$ cat src/rtl/fetch_queue.sv
// Fetch-to-decode decoupling FIFO. It holds instructions and their PCs, and it
// supports branch flushes that can optionally keep the head as a delay slot.
module fetch_queue #(
    parameter int DEPTH  = 4,
    parameter int DATA_W = 32,
    parameter int ADDR_W = 32
) (
    input  logic                     clk,
    input  logic                     rst,
    input  logic                     in_valid,
    input  logic [DATA_W-1:0]        in_instr,
    input  logic [ADDR_W-1:0]        in_pc,
    output logic                     in_ready,
    output logic                     out_valid,
    output logic [DATA_W-1:0]        out_instr,
    output logic [ADDR_W-1:0]        out_pc,
    input  logic                     out_ready,
    input  logic                     flush,
    input  logic                     flush_keep_head,
    output logic [$clog2(DEPTH):0]   count
);

    localparam int PTR_W = $clog2(DEPTH);
    localparam int CNT_W = PTR_W + 1;

    logic [DATA_W-1:0] instrMem_q [DEPTH];
    logic [ADDR_W-1:0] pcMem_q    [DEPTH];

    logic [PTR_W-1:0]  wrPtr_q, wrPtr_d;
    logic [PTR_W-1:0]  rdPtr_q, rdPtr_d;
    logic [CNT_W-1:0]  count_q, count_d;

    logic full, empty, push, pop, wrEn;

    assign full  = (count_q == CNT_W'(DEPTH));
    assign empty = (count_q == '0);
    assign push  = in_valid & ~full;
    assign pop   = ~empty & out_ready;

    assign in_ready  = ~full;
    assign out_valid = ~empty;
    assign count     = count_q;
    assign out_instr = empty ? '0 : instrMem_q[rdPtr_q];
    assign out_pc    = empty ? '0 : pcMem_q[rdPtr_q];

    // A flush takes priority over push and pop. The only push that survives a
    // flush is the delay-slot push into an empty queue under flush_keep_head.
    always_comb begin
        wrPtr_d = wrPtr_q;
        rdPtr_d = rdPtr_q;
        count_d = count_q;
        wrEn    = 1'b0;
        if (flush) begin
            if (!flush_keep_head) begin
                wrPtr_d = rdPtr_q;
                count_d = '0;
            end else if (empty) begin
                if (push) begin
                    wrEn    = 1'b1;
                    wrPtr_d = wrPtr_q + PTR_W'(1);
                    count_d = CNT_W'(1);
                end
            end else if (pop) begin
                rdPtr_d = rdPtr_q + PTR_W'(1);
                wrPtr_d = rdPtr_q + PTR_W'(1);
                count_d = '0;
            end else begin
                wrPtr_d = rdPtr_q + PTR_W'(1);
                count_d = CNT_W'(1);
            end
        end else begin
            if (push) begin
                wrEn    = 1'b1;
                wrPtr_d = wrPtr_q + PTR_W'(1);
            end
            if (pop) begin
                rdPtr_d = rdPtr_q + PTR_W'(1);
            end
            if (push && !pop) begin
                count_d = count_q + CNT_W'(1);
            end else if (pop && !push) begin
                count_d = count_q - CNT_W'(1);
            end
        end
    end

    always_ff @(posedge clk) begin
        if (!rst) begin
            wrPtr_q <= '0;
            rdPtr_q <= '0;
            count_q <= '0;
        end else begin
            wrPtr_q <= wrPtr_d;
            rdPtr_q <= rdPtr_d;
            count_q <= count_d;
        end
    end

    // Storage is deliberately left unreset. The empty mask on the outputs hides stale data.
    always_ff @(posedge clk) begin
        if (rst && wrEn) begin
            instrMem_q[wrPtr_q] <= in_instr;
            pcMem_q[wrPtr_q]    <= in_pc;
        end
    end

endmodule

$ cat config.mk
export PLATFORM = sky130hd
export DESIGN_NAME = fetch_queue
export DESIGN_NICKNAME = d
export VERILOG_FILES = /design/src/rtl/fetch_queue.sv
export SDC_FILE = /design/constraint.sdc
export NUM_CORES = 1
export LEC_CHECK = 0
export BUFFER_PORTS_ARGS = -buffer_cell sky130_fd_sc_hd__buf_2
export CAP_MARGIN = 20
export CORE_MARGIN = 3
export CORE_UTILIZATION = 45
export CTS_CLUSTER_DIAMETER = 120
export DETAILED_ROUTE_END_ITERATION = 10
export GPL_ROUTABILITY_DRIVEN = 0
export MAX_ROUTING_LAYER = met4
export PLACE_DENSITY_LB_ADDON = 0.1
export SYNTH_ARGS = -nofsm -noshare
export SYNTH_HDL_FRONTEND = slang
export SYNTH_SLANG_ARGS = --single-unit
$ cat constraint.sdc
create_clock -name clk -period 10.5 [get_ports clk]
set_input_delay 2.1 -clock clk [delete_from_list [all_inputs] [get_ports clk]]
set_output_delay 2.1 -clock clk [all_outputs]
set_load 0.005 [all_outputs]
==> flow_summary.yaml <==
status:
  status: "finished, final reports clean"
worst_hold_path:
  hp-class: "reg2reg"
  worstHoldStart: "count[1]"
  min_delay_path_depth: 2
  hold_path_end: "count[1]"
logic_synthesis:
  yosysSeqAreaShare_pct: 76.3
  ys_seq_elements: 265
  synthTopCellsByCount: "edfxtp_1 (256), and2_1 (68), mux4_2 (64)"
  yosysTopAreaCell: "edfxtp_1"
  synth_edf_count: 256
  synth_top_cells_by_area: "edfxtp_1 (75%), mux4_2 (14%), and2_1 (4.1%)"
  synth_cell_type_count: 42
  async_flop_share_pct: 0
  synthFlopType: "edfxtp_1"
  avgSynthCellArea_um2: 21.1
  synthesis.nets: 563
  synth_warnings: 0
  yosysMostFrequentCell: "edfxtp_1"
  synth_area_mm2: 0.0103
  synth_top_area_share_pct: 74.5
  synthCells: 488
floorplan:
  io_pins: 139
  die_area_mm2: 0.0248
  rows: 54
  dieWidth_um: 157
  initial_core_util_pct: 46.5
  core_area_mm2: 0.0222
  die_h_um: 157
global_routing:
  antenna_found_initial: 6
  grt_usage_pct: 16.9
  grt_max_degree: 65
  grt_pass1_vias: 5502
  grt_pass1_wl_um: 31100
  overflow: 0
timing:
  fmax_mhz: 207
  setup_tns_ns: 0
  hold_viol: 0
  setup_viol: 0
  slew_viol_final: 0
  slew_headroom_pct: 30.8
  period_needed_ns: 4.84
  skew_ns: 0.00573
  rsz0062_at_grt: "no"
  worst_pin_slew_ns: 1.04
  fin_crit_sh_pct: 46.1
clock_tree:
  cts_buffers: 28
  post-cts-setup-buffers: 0
  cts_hold_buffers: 0
  clockBufferDepth: 3
  clk_pin_slew_ns: 0.06
  cts_num_sinks: 265
  clkLatencyLatePin_ns: 0.52
  htree_levels: 1
  cts_tree: "yes"
  root_buffer: "clkbuf_16"
  cts_resized: 0
route:
  drtIter0Drc: 328
  wirelength_um: 20000
  via_count: 5016
  ant_nets: 0
  wl_per_cell_um: 21.2
  dr.pass1.iters: 4
  via_per_inst: 5.31
  drcViolationCount: 0
worst_setup_path:
  max_stage_delay_ns: 0.54
  crit_path_cell_trace: "buf_4 -> buf_16 -> mux4_2 -> and2_1 -> buf_2"
  timing.rr.start: "count[2]"
  crit_fanout: 27
  crit_slowest_cell: "buf_4"
  start_kind: "flip-flop"
  arrival_ns: 2.74
  crit_family: "buffers and inverters"
  r2r_cells: 4
  r2r_slack_ns: 7.81
  r2r-end: "pcMem_q[2][14]"
  cp.required_ns: 8.40
  path_buf_inv: 3
  endpoint_kind: "output port"
  critPathKind: "reg2out"
cells_and_area:
  ff_latch_area_mm2: 0.00788
  multi_input_area_mm2: 0.00233
  fin_nets: 710
  area_growth_pct: 18.3
  utilization_pct: 55.0
  nFillCells: 1765
  stdcell_area_mm2: 0.0122
  drive_above_1_share_pct: 39.3
power_and_ir_drop:
  peakVddDrop_mv: 0.136
  cellPowerDensity_mw_per_mm2: 192
  leakage_nw: 4.17
place:
  numPortBuffers: 138
  placed_cell_area_mm2: 0.0113
  dp_hpwl_um: 11300
run:
  drv_cap: 0
## worst reg2reg max path, stage by stage, from the launching register on
cell,delay [ns]
dfxtp_1,0.41
or4b_4,0.57
nand2_1,0.11
nor3b_2,0.28
and2_4,0.88
## worst max-delay path by stage
stage / startpoint / slack (ns) / end / cells past startpoint
floorplan: flush_keep_head / 5.67 / instrMem_q[0][0] / 4
global placement: flip-flop / 5.91 / out_instr[1] / 4
detailed placement: flush_keep_head / 5.97 / pcMem_q[1][17] / 5
CTS: flip-flop / 5.52 / out_instr[1] / 5
global route: flip-flop / 5.42 / out_instr[1] / 5
finish: flip-flop / 5.66 / out_pc[4] / 5
## layout make-up
cell class	count	area share, %
Antenna cell	7	0.144
Clock buffer	37	6.20
Inverter	6	0.185
Sequential cell	265	64.6
Multi-Input combinational cell	193	19.1
Timing Repair Buffer	141	6.01
Clock inverter	15	0.954
Tap cell	280	2.87
## state kept, by name (all words and copies together) (netlist names), named ones only
| name | cells |
|---|---|
| wrPtr_q | 2 |
| rdPtr_q | 2 |
| pcMem_q | 128 |
| instrMem_q | 128 |
| count | 3 |
## cells by family after synthesis
group | share of synthesized area (%)
flops | 76.3
xor+xnor | 0.340
simple gates | 6.13
compound gates | 1.15
buf+inv | 1.26
fa+ha+maj | 0.679
mux | 14.2
## per-layer routing
metal	vias up	wire, um	GRT usage [%]
li1	2278	-	-
met1	2580	8650	22.5
met2	127	9610	26.8
met3	31	1370	4.12
met4	0	363	3.60
met5	-	0	-
## power by group
| part | internal (W) | switching [W] |
|---|---|---|
| Clock | 0.000552 | 0.000374 |
| Sequential | 0.00119 | 0.0000138 |
| Combinational | 0.000106 | 0.000106 |
| Total | 0.00185 | 0.000495 |
## stage by stage
| stage | total power (W) | cells | setup WS, ns | hold slack [ns] |
|---|---|---|---|---|
| 2_1_floorplan | 0.00135 | 488 | 5.67 | 0.527 |
| 3_3_place_gp | 0.00144 | 884 | 5.91 | 0.570 |
| 3_5_place_dp | 0.00144 | 885 | 5.97 | 0.595 |
| 4_1_cts | 0.00237 | 937 | 5.52 | 0.611 |
| 5_1_grt | 0.00244 | 943 | 5.42 | 0.642 |
| 6_report | 0.00234 | 944 | 5.66 | 0.609 |
## layout by cell type, fill, tap and decap left out, drive strengths merged, types with 2 or more instances in the layout
| cell type | count |
|---|---|
| edfxtp | 256 |
| buf | 141 |
| and2 | 68 |
| mux4 | 64 |
| clkbuf | 37 |
| clkinv | 13 |
| nand2 | 9 |
| dfxtp | 9 |
| diode | 7 |
| inv | 6 |
| a21oi | 4 |
| nor2b | 4 |
| ha | 4 |
| nor3 | 3 |
| or2 | 3 |
| o21ai | 3 |
| or3b | 3 |
| nand3 | 2 |
| xnor2 | 2 |
| mux2i | 2 |
| nand2b | 2 |
| xor2 | 2 |
| nor2 | 2 |
| bufinv | 2 |
Power figures use the tool's default switching activity.
